==> src/rtl/memory_arbiter_if.sv <==
// CPU-request / RAM bus bundle for the memory arbiter.
// slave is the arbiter's view; master is the requester-and-RAM side.
interface memory_arbiter_if #(
  parameter int WORD_W   = 32,
  parameter int ERRCNT_W = 8
);
  logic              iREN;
  logic [WORD_W-1:0] iaddr;
  logic              dREN;
  logic              dWEN;
  logic [WORD_W-1:0] daddr;
  logic [WORD_W-1:0] dstore;
  logic              ihit;
  logic              dhit;
  logic [WORD_W-1:0] iload;
  logic [WORD_W-1:0] dload;
  logic              ramREN;
  logic              ramWEN;
  logic [WORD_W-1:0] ramaddr;
  logic [WORD_W-1:0] ramstore;
  logic [WORD_W-1:0] ramload;
  logic [1:0]        ramstate;
  logic [ERRCNT_W-1:0] err_cnt;

  modport slave (
    input  iREN, iaddr, dREN, dWEN, daddr, dstore, ramload, ramstate,
    output ihit, dhit, iload, dload, ramREN, ramWEN, ramaddr, ramstore, err_cnt
  );

  modport master (
    output iREN, iaddr, dREN, dWEN, daddr, dstore, ramload, ramstate,
    input  ihit, dhit, iload, dload, ramREN, ramWEN, ramaddr, ramstore, err_cnt
  );
endinterface

==> src/rtl/memory_arbiter.sv <==
// Serialises instruction and data requests onto a single-ported RAM with a
// variable-latency handshake; data wins arbitration, aborts retry via IDLE.
module memory_arbiter #(
  parameter int WORD_W   = 32,
  parameter int TIMEOUT  = 16,
  parameter int ERRCNT_W = 8
) (
  input  logic             CLK,
  input  logic             nRST,
  memory_arbiter_if.slave  bus
);
  localparam int CNT_W = $clog2(TIMEOUT) + 1;
  localparam logic [1:0] RAM_ACCESS = 2'd2;
  localparam logic [1:0] RAM_ERROR  = 2'd3;

  typedef enum logic [2:0] {
    IDLE    = 3'd0,
    IFETCH  = 3'd1,
    DACCESS = 3'd2,
    HIT     = 3'd3,
    BACKOFF = 3'd4
  } state_t;

  state_t              state_q, state_d;
  logic [WORD_W-1:0]   addr_q, addr_d;
  logic [WORD_W-1:0]   store_q, store_d;
  logic [WORD_W-1:0]   iload_q, iload_d;
  logic [WORD_W-1:0]   dload_q, dload_d;
  logic                op_wr_q, op_wr_d;
  logic                is_i_q, is_i_d;
  logic [CNT_W-1:0]    cnt_q, cnt_d;
  logic [ERRCNT_W-1:0] err_q, err_d;

  always_ff @(posedge CLK or negedge nRST) begin
    if (!nRST) begin
      state_q <= IDLE;
      addr_q  <= {WORD_W{1'b0}};
      store_q <= {WORD_W{1'b0}};
      iload_q <= {WORD_W{1'b0}};
      dload_q <= {WORD_W{1'b0}};
      op_wr_q <= 1'b0;
      is_i_q  <= 1'b0;
      cnt_q   <= {CNT_W{1'b0}};
      err_q   <= {ERRCNT_W{1'b0}};
    end else begin
      state_q <= state_d;
      addr_q  <= addr_d;
      store_q <= store_d;
      iload_q <= iload_d;
      dload_q <= dload_d;
      op_wr_q <= op_wr_d;
      is_i_q  <= is_i_d;
      cnt_q   <= cnt_d;
      err_q   <= err_d;
    end
  end

  always_comb begin
    state_d = state_q;
    addr_d  = addr_q;
    store_d = store_q;
    iload_d = iload_q;
    dload_d = dload_q;
    op_wr_d = op_wr_q;
    is_i_d  = is_i_q;
    cnt_d   = cnt_q;
    err_d   = err_q;
    case (state_q)
      IDLE: begin
        // dREN and dWEN together resolve to a write
        if (bus.dREN || bus.dWEN) begin
          addr_d  = bus.daddr;
          store_d = bus.dstore;
          op_wr_d = bus.dWEN;
          is_i_d  = 1'b0;
          cnt_d   = {CNT_W{1'b0}};
          state_d = DACCESS;
        end else if (bus.iREN) begin
          addr_d  = bus.iaddr;
          op_wr_d = 1'b0;
          is_i_d  = 1'b1;
          cnt_d   = {CNT_W{1'b0}};
          state_d = IFETCH;
        end else begin
          state_d = IDLE;
        end
      end
      IFETCH, DACCESS: begin
        cnt_d = cnt_q + CNT_W'(1);
        if (bus.ramstate == RAM_ACCESS) begin
          if (is_i_q) begin
            iload_d = bus.ramload;
          end else if (!op_wr_q) begin
            dload_d = bus.ramload;
          end else begin
            dload_d = dload_q;
          end
          state_d = HIT;
        end else if ((bus.ramstate == RAM_ERROR) || (cnt_q == CNT_W'(TIMEOUT - 1))) begin
          err_d   = (err_q == {ERRCNT_W{1'b1}}) ? err_q : (err_q + ERRCNT_W'(1));
          state_d = BACKOFF;
        end else begin
          state_d = state_q;
        end
      end
      HIT:     state_d = IDLE;
      BACKOFF: state_d = IDLE;
      default: state_d = IDLE;
    endcase
  end

  // Strobes and hits decode only flop state, so reset drops them at once
  assign bus.ramREN   = (state_q == IFETCH) || ((state_q == DACCESS) && !op_wr_q);
  assign bus.ramWEN   = (state_q == DACCESS) && op_wr_q;
  assign bus.ihit     = (state_q == HIT) && is_i_q;
  assign bus.dhit     = (state_q == HIT) && !is_i_q;
  assign bus.ramaddr  = addr_q;
  assign bus.ramstore = store_q;
  assign bus.iload    = iload_q;
  assign bus.dload    = dload_q;
  assign bus.err_cnt  = err_q;
endmodule

==> src/flat_wrapper.sv <==
// flat-port wrapper written by rule: the top's interface ports become plain ports
module memory_arbiter_flat 
#(
  parameter int WORD_W   = 32,
  parameter int TIMEOUT  = 16,
  parameter int ERRCNT_W = 8
)
  (CLK, nRST, bus_iREN, bus_iaddr, bus_dREN, bus_dWEN, bus_daddr, bus_dstore, bus_ramload, bus_ramstate, bus_ihit, bus_dhit, bus_iload, bus_dload, bus_ramREN, bus_ramWEN, bus_ramaddr, bus_ramstore, bus_err_cnt);
  memory_arbiter_if #(.WORD_W(WORD_W), .ERRCNT_W(ERRCNT_W)) bus_i ();
  input  logic CLK;
  input  logic nRST;
  input wire logic [$bits(bus_i.iREN)-1:0] bus_iREN;
  input wire logic [$bits(bus_i.iaddr)-1:0] bus_iaddr;
  input wire logic [$bits(bus_i.dREN)-1:0] bus_dREN;
  input wire logic [$bits(bus_i.dWEN)-1:0] bus_dWEN;
  input wire logic [$bits(bus_i.daddr)-1:0] bus_daddr;
  input wire logic [$bits(bus_i.dstore)-1:0] bus_dstore;
  input wire logic [$bits(bus_i.ramload)-1:0] bus_ramload;
  input wire logic [$bits(bus_i.ramstate)-1:0] bus_ramstate;
  output wire logic [$bits(bus_i.ihit)-1:0] bus_ihit;
  output wire logic [$bits(bus_i.dhit)-1:0] bus_dhit;
  output wire logic [$bits(bus_i.iload)-1:0] bus_iload;
  output wire logic [$bits(bus_i.dload)-1:0] bus_dload;
  output wire logic [$bits(bus_i.ramREN)-1:0] bus_ramREN;
  output wire logic [$bits(bus_i.ramWEN)-1:0] bus_ramWEN;
  output wire logic [$bits(bus_i.ramaddr)-1:0] bus_ramaddr;
  output wire logic [$bits(bus_i.ramstore)-1:0] bus_ramstore;
  output wire logic [$bits(bus_i.err_cnt)-1:0] bus_err_cnt;
  assign bus_i.iREN = bus_iREN;
  assign bus_i.iaddr = bus_iaddr;
  assign bus_i.dREN = bus_dREN;
  assign bus_i.dWEN = bus_dWEN;
  assign bus_i.daddr = bus_daddr;
  assign bus_i.dstore = bus_dstore;
  assign bus_i.ramload = bus_ramload;
  assign bus_i.ramstate = bus_ramstate;
  assign bus_ihit = bus_i.ihit;
  assign bus_dhit = bus_i.dhit;
  assign bus_iload = bus_i.iload;
  assign bus_dload = bus_i.dload;
  assign bus_ramREN = bus_i.ramREN;
  assign bus_ramWEN = bus_i.ramWEN;
  assign bus_ramaddr = bus_i.ramaddr;
  assign bus_ramstore = bus_i.ramstore;
  assign bus_err_cnt = bus_i.err_cnt;
  memory_arbiter #(.WORD_W(WORD_W), .TIMEOUT(TIMEOUT), .ERRCNT_W(ERRCNT_W)) u_core (.CLK(CLK), .nRST(nRST), .bus(bus_i));
endmodule
==> config.mk <==
export PLATFORM = sky130hd
export DESIGN_NAME = memory_arbiter_flat
export DESIGN_NICKNAME = d
export VERILOG_FILES = /design/src/rtl/memory_arbiter_if.sv /design/src/rtl/memory_arbiter.sv /design/src/flat_wrapper.sv
export SDC_FILE = /design/constraint.sdc
export NUM_CORES = 1
export LEC_CHECK = 0
export ABC_AREA = 1
export CORE_MARGIN = 1
export CORE_UTILIZATION = 38
export CTS_CLUSTER_DIAMETER = 40
export DETAILED_ROUTE_END_ITERATION = 8
export PLACE_DENSITY_LB_ADDON = 0.2
export SLEW_MARGIN = 20
export SYNTH_ARGS = -nofsm -noshare
export SYNTH_HDL_FRONTEND = slang
export SYNTH_SLANG_ARGS = --single-unit
==> constraint.sdc <==
create_clock -name CLK -period 1.67 [get_ports CLK]
set_input_delay 0.2505 -clock CLK [delete_from_list [all_inputs] [get_ports CLK]]
set_output_delay 0.2505 -clock CLK [all_outputs]
set_load 0.02 [all_outputs]
# --- Word level (Yosys, flattened, before mapping) ---
# Cells that the tools add are included.
totals:
  reg_bits: 146
  output_inout_bits: 140
op_classes:
  addsub: 2
  n_eq_ne: 9
  mux: 14
  bitwise_logic: 4
  reduce_logical: 19
op_table:
  columns: ["operator", "n"]
  rows:
  - ["two-way mux 32 bit", 2]
  - ["two-way mux 5 bit", 2]
  - ["one-hot mux 5 bit (2 select lines)", 1]
  - ["two-way mux 3 bit", 3]
  - ["adder 8 x 1 -> 8 bit (second input constant)", 1]
  - ["equality test 8 bit (second input constant)", 1]
  - ["AND reduction 4 bit", 2]
  - ["equality test 3 x 2 -> 1 bit (second input constant)", 2]
  - ["one-hot mux 3 bit (2 select lines)", 1]
  - ["AND reduction 2 bit", 3]
  - ["adder 5 x 1 -> 5 bit (second input constant)", 1]
  - ["equality test 5 x 4 -> 1 bit (second input constant)", 1]
  - ["two-way mux 1 bit", 5]
  - ["equality test 2 bit (second input constant)", 2]
  - ["logical AND 1 bit", 4]
  - ["inverter 1 bit", 4]
  - ["nonzero test 2 bit", 2]
  - ["equality test 3 x 1 -> 1 bit (second input constant)", 1]
  - ["zero test 3 bit", 1]
  - ["logical OR 1 bit", 3]
  - ["inequality test 3 x 1 -> 1 bit (second input constant)", 1]
  - ["inequality test 3 x 2 -> 1 bit (second input constant)", 1]
  - ["AND reduction 3 bit", 1]
  - ["zero test 1 bit", 2]
  - ["OR reduction 2 bit", 1]

# --- Longest topological paths before layout ---
# Gate-level depths: netlist of run 1.
depth:
  word_depth: 5
  ltp_mapped: 11
  depth_no_buf: 11

# --- Worst setup path before layout of run 1 ---
# No wires, ideal clock.
synth_timing:
  path_kind: "reg-to-reg"
  start: "register u_core.cnt_q[0]"
  end: "register u_core.err_q[4], in the netlist u_core.bus.err_cnt[4]"
  arrival_time_ns: 1.523
  required_time_ns: 1.605
  path_slack_ns: 0.081
  stages_incl_launch_ff: 12
  period_less_slack_ns: 1.589
  path_cell_list: "dfrtp_1 > ha_1 > nand2_1 > nor2_1 > ha_1 > a21oi_1 > inv_1 > nand2_1 > inv_1 > nand2_1 > nand2_1 > nand2_1"
synth_via:
  elab_chain_len: 3
synth_lines:
  columns: ["item", "line_no", "source"]
  rows:
  - ["from (decl)", "memory_arbiter.sv:31", "logic [CNT_W-1:0] cnt_q, cnt_d;"]
  - ["from (signal assigned)", "memory_arbiter.sv:43", "cnt_q <= {CNT_W{1'b0}};"]
  - ["from (signal assigned)", "memory_arbiter.sv:53", "cnt_q <= cnt_d;"]
  - ["equality test 5 x 4 -> 1 bit", "memory_arbiter.sv:99", "end else if ((bus.ramstate == RAM_ERROR) || (cnt_q == CNT_W'(TIMEOUT - 1))) begin"]
  - ["logical OR 1 bit", "memory_arbiter.sv:99", null]
  - ["AND reduction 4 bit (no line)", null, null]
  - ["to (signal assigned)", "memory_arbiter.sv:44", "err_q <= {ERRCNT_W{1'b0}};"]
  - ["to (signal assigned)", "memory_arbiter.sv:54", "err_q <= err_d;"]
  - ["to (decl)", "memory_arbiter.sv:32", "logic [ERRCNT_W-1:0] err_q, err_d;"]
# No other way between the ends.
# A chain may end at the register's enable or synchronous reset.

# --- Worst setup path after layout of run 1 ---
layout_timing:
  start: "register u_core.addr_q[27], in the netlist u_core.bus.ramaddr[27]"
  end: "output bus_ramaddr[27]"
layout_lines:
  columns: ["item", "line_no", "source"]
  rows:
  - ["from (decl)", "memory_arbiter.sv:25", "logic [WORD_W-1:0] addr_q, addr_d;"]
  - ["from (signal assigned)", "memory_arbiter.sv:37", "addr_q <= {WORD_W{1'b0}};"]
  - ["from (signal assigned)", "memory_arbiter.sv:47", "addr_q <= addr_d;"]
  - ["to (decl)", "flat_wrapper.sv:26", "output wire logic [$bits(bus_i.ramaddr)-1:0] bus_ramaddr;"]
# No word-level cell between the ends.

==> results of run 1 <==
## synth_stat cells (2+ instances only)
master    count
nand3_4       2
or2_2        35
buf_2        22
xor2_1        4
clkbuf_2      4
nor4_1        2
clkbuf_1      3
nor3_1        2
nor2_2        4
o21ai_0      36
inv_1        50
inv_2         4
a21oi_1       2
o211ai_1     32
nand3_1      12
o21ai_1      32
nor2_1       14
nand2_1     276
ha_1          3
dfrtp_1     146
## state kept, by name (all words and copies together) (netlist names)
| name | count |
|---|---|
| u_core.bus.ramstore | 32 |
| u_core.bus.dload | 32 |
| u_core.op_wr_q | 1 |
| u_core.bus.err_cnt | 8 |
| u_core.is_i_q | 1 |
| u_core.cnt_q | 5 |
| u_core.bus.ramaddr | 32 |
| u_core.bus.iload | 32 |
| u_core.state_q | 3 |
## power by group
group          total, mW  switching [mW]  internal, mW
combinational       8.83            4.90          3.93
sequential          6.02           0.863          5.15
clock               3.57            1.48          2.09
## kinds of logic (layout without fill, tap and decap cells)
family / count (synthesis) / after routing / share of synthesized area [%]
buffers and inverters: 84 / 393 / 5.71
adder cells (fa/ha/maj): 3 / 3 / 0.609
AND/OR/NAND/NOR: 350 / 350 / 23.9
flip-flops: 146 / 146 / 59.3
AO/OA/AOI/OAI: 103 / 103 / 9.85
XOR/XNOR: 4 / 4 / 0.569
## layout make-up
cell class / count / share of cell area, %
Sequential cell: 146 / 36.2
Timing Repair Buffer: 307 / 32.0
Multi-Input combinational cell: 460 / 21.7
Clock buffer: 20 / 4.42
Tap cell: 216 / 2.68
Inverter: 54 / 2.01
Clock inverter: 12 / 1.08
## how the worst max path moves through the flow
stage / to / slack, ns / cells past startpoint / start
finish: bus_ramaddr[27] / 0.03 / 1 / u_core.bus.ramaddr[27]
global route: bus_ihit / -0.05 / 3 / u_core.state_q[0]
CTS: bus_ramstore[5] / 0.003 / 1 / u_core.bus.ramstore[5]
detailed placement: bus_ramREN / -0.05 / 4 / u_core.state_q[0]
global placement: bus_ramREN / -0.04 / 4 / u_core.state_q[2]
floorplan: u_core.bus.err_cnt[4] / 0.08 / 11 / u_core.cnt_q[0]
## metal layers
layer	part of all wire (%)	vias to the layer above	track usage, %	wire length (um)
met5	0	-	0	0
met3	8.8	20	7.31	1480
met2	47	195	33.0	7910
met4	1.7	0	8.10	284
li1	-	2781	-	-
met1	43	2536	25.5	7180
## stage by stage
stage	power, mW	setup WS (ns)	hold WS, ns	cell area [um2]	utilization, %
after floorplan	10.5	0.0814	-0.0451	6160	-
after global placement	15.1	-0.0381	0.219	9380	59.2
after detailed placement	15.3	-0.0455	0.217	9380	59.2
after CTS	18.7	0.00268	0.346	9910	62.6
after global routing	19.7	-0.0544	0.357	10100	63.8
final	18.4	0.0286	0.344	10100	63.8
## repair_timing
action / in CTS / in global routing
hold buffers: 1 / 0
pin swaps: 0 / 1
buffers inserted: 0 / 0
endpoints found under the setup margin: 37 / 75
hold endpoints to repair: 36 / 0
gates resized for setup: 49 / 75
==> impl_metrics.csv, run 1 <==
group,metric,value,unit
sta,period_needed,1.64,ns
synth,synth_area,6160,um2
clocking,cts.sinks,146,
synth,synth_area_leaders,"dfrtp_1 (59%), nand2_1 (17%), o211ai_1 (3.9%)",
critical_path,cp-end-kind,"primary output",
die,start_util,38.9,%
clocking,cts_root_buf,"clkbuf_16",
critical_path,start_kind,"flop",
layout,fill_cells,1374,
synth,synth_edf_count,0,
hold_path,hp-class,"in -> async",
placed_design,dpl.hpwl,12200,um
sta,slew_headroom,69.5,%
sta,final_max_slew_viol_count,0,
placed_design,place_inst,1182,
flow_run,maxCapViolations,0,
critical_path,path_class,"reg -> out",
clocking,clkLatencyLatePin,0.42,ns
critical_path,path_cells,"clkdlybuf4s50_1",
layout,layout.nets,1124,
die,row_count,46,
critical_path,cp_data_required_time,1.42,ns
synth,yosysUniqueCellTypes,25,
synth,synthCells,690,
critical_path,arrival,1.39,ns
sta,tightest_slew,0.457,ns
drt,ant_nets,0,
layout,multiInputGateArea,2190,um2
power_and_ir_drop,vdd_drop_max,837,uV
layout,stdcell_count,1215,
drt,totalWireLength,16900,um
die,ios,275,
sta,finalHoldViolCount,0,
synth,ys.flop_type,"dfrtp_1",
sta,finalSetupViolCount,0,
layout,syn2layout_area_growth,64.0,%
drt,vias_per_cell,4.55,
die,fp.coreArea,15800,um2
grt,grt_usage,20.6,%
critical_path,cpMaxStageDelayCell,"clkdlybuf4s50_1",
clocking,h-tree-depth,4,
grt,grt_first_pass_wirelength,26300,um
layout,mostFrequentLayoutCells,"nand2_1 (272), clkdlybuf4s50_1 (181), dfrtp_1 (146)",
clocking,cts_tree,"done",
grt,grt_overflow,0,
critical_path,reg2reg_setup_slack,0.11,ns
critical_path,cpPeakStageDelay,0.61,ns
die,die_area,16700,um2
placed_design,io_buffer_count,274,
critical_path,reg2reg_to,"u_core.bus.err_cnt[7]",
synth,avgSynthCellArea,8.93,um2
drt,first_iter_violations,244,
synth,synth_seq_cells,146,
synth,yosysWarningCount,0,
status,status,"complete, no violations",
synth,yosys.area.top_type_share,59.3,%
drt,vias,5532,
synth,synth_top_cell_by_area,"dfrtp_1",
critical_path,crit_buf_inv,1,
layout,seq_area,3650,um2
critical_path,critical_path.top_delay_family,"buffers and inverters",
drt,drc_errors,0,
synth,synth_fp_nets,828,
clocking,numCtsBuffers,17,
clocking,path_clk_slew,0.06,ns
power_and_ir_drop,power-per-cell-area,1820,nW/um2
sta,setup_tns,0,ns
layout,num_antenna_cells,0,
grt,grt_pass1_vias,5292,
synth,synthArstFlopShare,100,%
layout,layout_commonest_cell,"nand2_1",
sta,fin_crit_sh,98.3,%
drt,first_pass_iters,4,
placed_design,gp_congestion,0.775,
sta,rsz0062_at_grt,"true",
grt,antenna_found_initial,0,
sta,finClkSkew,0.00946,ns
drt,wl_per_cell,13.9,um
critical_path,critical_path.max_fanout,2,
synth,synth-seq-area-share,59.3,%
die,die_h,129,um
critical_path,reg2reg_from,"u_core.cnt_q[0]",
critical_path,r2r_cells,11,
sta,fmax,609,MHz
clocking,cts_buffer_depth,2,
die,die-width,129,um
grt,grt_max_degree,65,
layout,layout-drive-gt1-share,12.3,%
power_and_ir_drop,p_leak,5.58,nW
(Power assumes the default switching activity.)
==> run 2: changes to the inputs <==
- SKIP_LAST_GASP: unset -> 1
==> impl_metrics.csv, run 2 (same netlist as run 1, synthesis figures left out) <==
group,metric,value,unit
critical_path,critical_path.max_fanout,2,
critical_path,start_kind,"flop",
power_and_ir_drop,vdd_drop_max,838,uV
die,die_area,16700,um2
hold_path,hp-class,"in -> async",
drt,vias,5533,
drt,dr_wl_met3,1490,um
die,die-width,129,um
layout,mostFrequentLayoutCells,"nand2_1 (273), clkdlybuf4s50_1 (181), dfrtp_1 (146)",
die,fp.coreArea,15800,um2
critical_path,reg2reg_setup_slack,0.10,ns
drt,wl_per_cell,13.9,um
layout,syn2layout_area_growth,63.9,%
clocking,cts_buffer_depth,2,
critical_path,cp-end-kind,"primary output",
power_and_ir_drop,power-per-cell-area,1820,nW/um2
layout,num_antenna_cells,0,
critical_path,cpMaxStageDelayCell,"clkdlybuf4s50_1",
clocking,path_clk_slew,0.06,ns
sta,rsz0062_at_grt,"true",
drt,wl_met2,7910,um
die,row_count,46,
critical_path,path_class,"reg -> out",
grt,grt_first_pass_wirelength,26300,um
sta,tightest_slew,0.453,ns
drt,highest_layer,"met4",
sta,period_needed,1.64,ns
clocking,cts_setup_buffers,0,
clocking,h-tree-depth,4,
layout,layout.nets,1124,
sta,fin_crit_sh,98.2,%
drt,drc_errors,0,
placed_design,dpl.hpwl,12200,um
grt,antenna_found_initial,0,
placed_design,gp_congestion,0.775,
flow_run,maxCapViolations,0,
drt,first_pass_iters,4,
drt,vias_per_cell,4.55,
grt,grt_overflow,0,
layout,layout-drive-gt1-share,12.2,%
layout,stdcell_count,1215,
clocking,cts.sinks,146,
critical_path,crit_buf_inv,1,
status,status,"complete, no violations",
clocking,numCtsBuffers,17,
drt,wl_met1,7150,um
clocking,cts_root_buf,"clkbuf_16",
layout,layout_commonest_cell,"nand2_1",
critical_path,critical_path.top_delay_family,"buffers and inverters",
die,die_h,129,um
sta,finClkSkew,0.00895,ns
grt,grt_max_degree,65,
sta,slew_headroom,69.8,%
drt,first_iter_violations,226,
critical_path,arrival,1.39,ns
placed_design,place_inst,1182,
drt,ant_nets,0,
critical_path,path_cells,"clkdlybuf4s50_1",
die,start_util,38.9,%
sta,finalHoldViolCount,0,
power_and_ir_drop,p_leak,5.58,nW
power_and_ir_drop,total_power,18.4,mW
critical_path,cpPeakStageDelay,0.61,ns
die,ios,275,
clocking,clkLatencyLatePin,0.41,ns
drt,totalWireLength,16800,um
layout,utilization,63.8,%
clocking,cts_tree,"done",
grt,grt_pass1_vias,5287,
critical_path,cp_data_required_time,1.42,ns
sta,fmax,610,MHz
sta,finalSetupViolCount,0,
placed_design,io_buffer_count,274,
sta,final_max_slew_viol_count,0,
grt,grt_usage,20.6,%
## run 2: cell counts in the layout (fill, tap and decap cells not counted)
Identical to the previous run, type by type.
## run 2: layout make-up
class	count	area [um2]
flip-flops and latches	146	3650
repair buffers	307	3230
clock inverters	12	109
well taps	216	270
fillers	1373	5730
inverters	54	203
multi-input cells	460	2190
clock buffers	20	447
## run 2: through the flow
step,TNS [ns],hold WS [ns],cell area (um2),setup slack [ns]
floorplan,0,-0.0451,6160,0.0814
global placement,-0.0402,0.219,9380,-0.0381
detailed placement,-0.772,0.217,9380,-0.0455
CTS,-0.154,0.346,9900,-0.120
global route,-0.275,0.357,10100,-0.0544
finish,0,0.344,10100,0.0295
## run 2: per-layer routing
metal / global-route usage, % / vias up
met5: 0 / -
met4: 8.10 / 0
met3: 7.18 / 20
met2: 33.0 / 196
met1: 25.6 / 2538
li1: - / 2779
## run 2: power by group
part           internal, mW  switching [mW]
clock network          2.09            1.48
registers              5.15           0.863
logic                  3.93            4.90
## run 2: path summary, 6_finish.rpt
kind / startpoint / endpoint / cells after the start
setup / recovery: u_core.bus.ramaddr[27] / bus_ramaddr[27] / 1
min in group CLK: bus_dstore[20] / u_core.bus.ramstore[20] / 3
setup reg to reg: u_core.state_q[2] / u_core.bus.ramaddr[15] / 8
max in group asynchronous: nRST / u_core.bus.iload[6] / 3
hold reg to reg: u_core.bus.ramstore[14] / u_core.bus.ramstore[14] / 2
hold / removal: nRST / u_core.bus.err_cnt[5] / 2
## run 2: repair_timing
action | in CTS | in global routing
hold buffers | 1 | 0
gates resized for setup | 44 | 79
setup endpoints to repair | 37 | 75
hold endpoints to repair | 36 | 0
pin swaps | 0 | 1
==> run 3: changes to the inputs <==
- CAP_MARGIN: unset -> 20
==> results of run 3 <==
Final layout, timing and power as in run 2 (identical DEF).
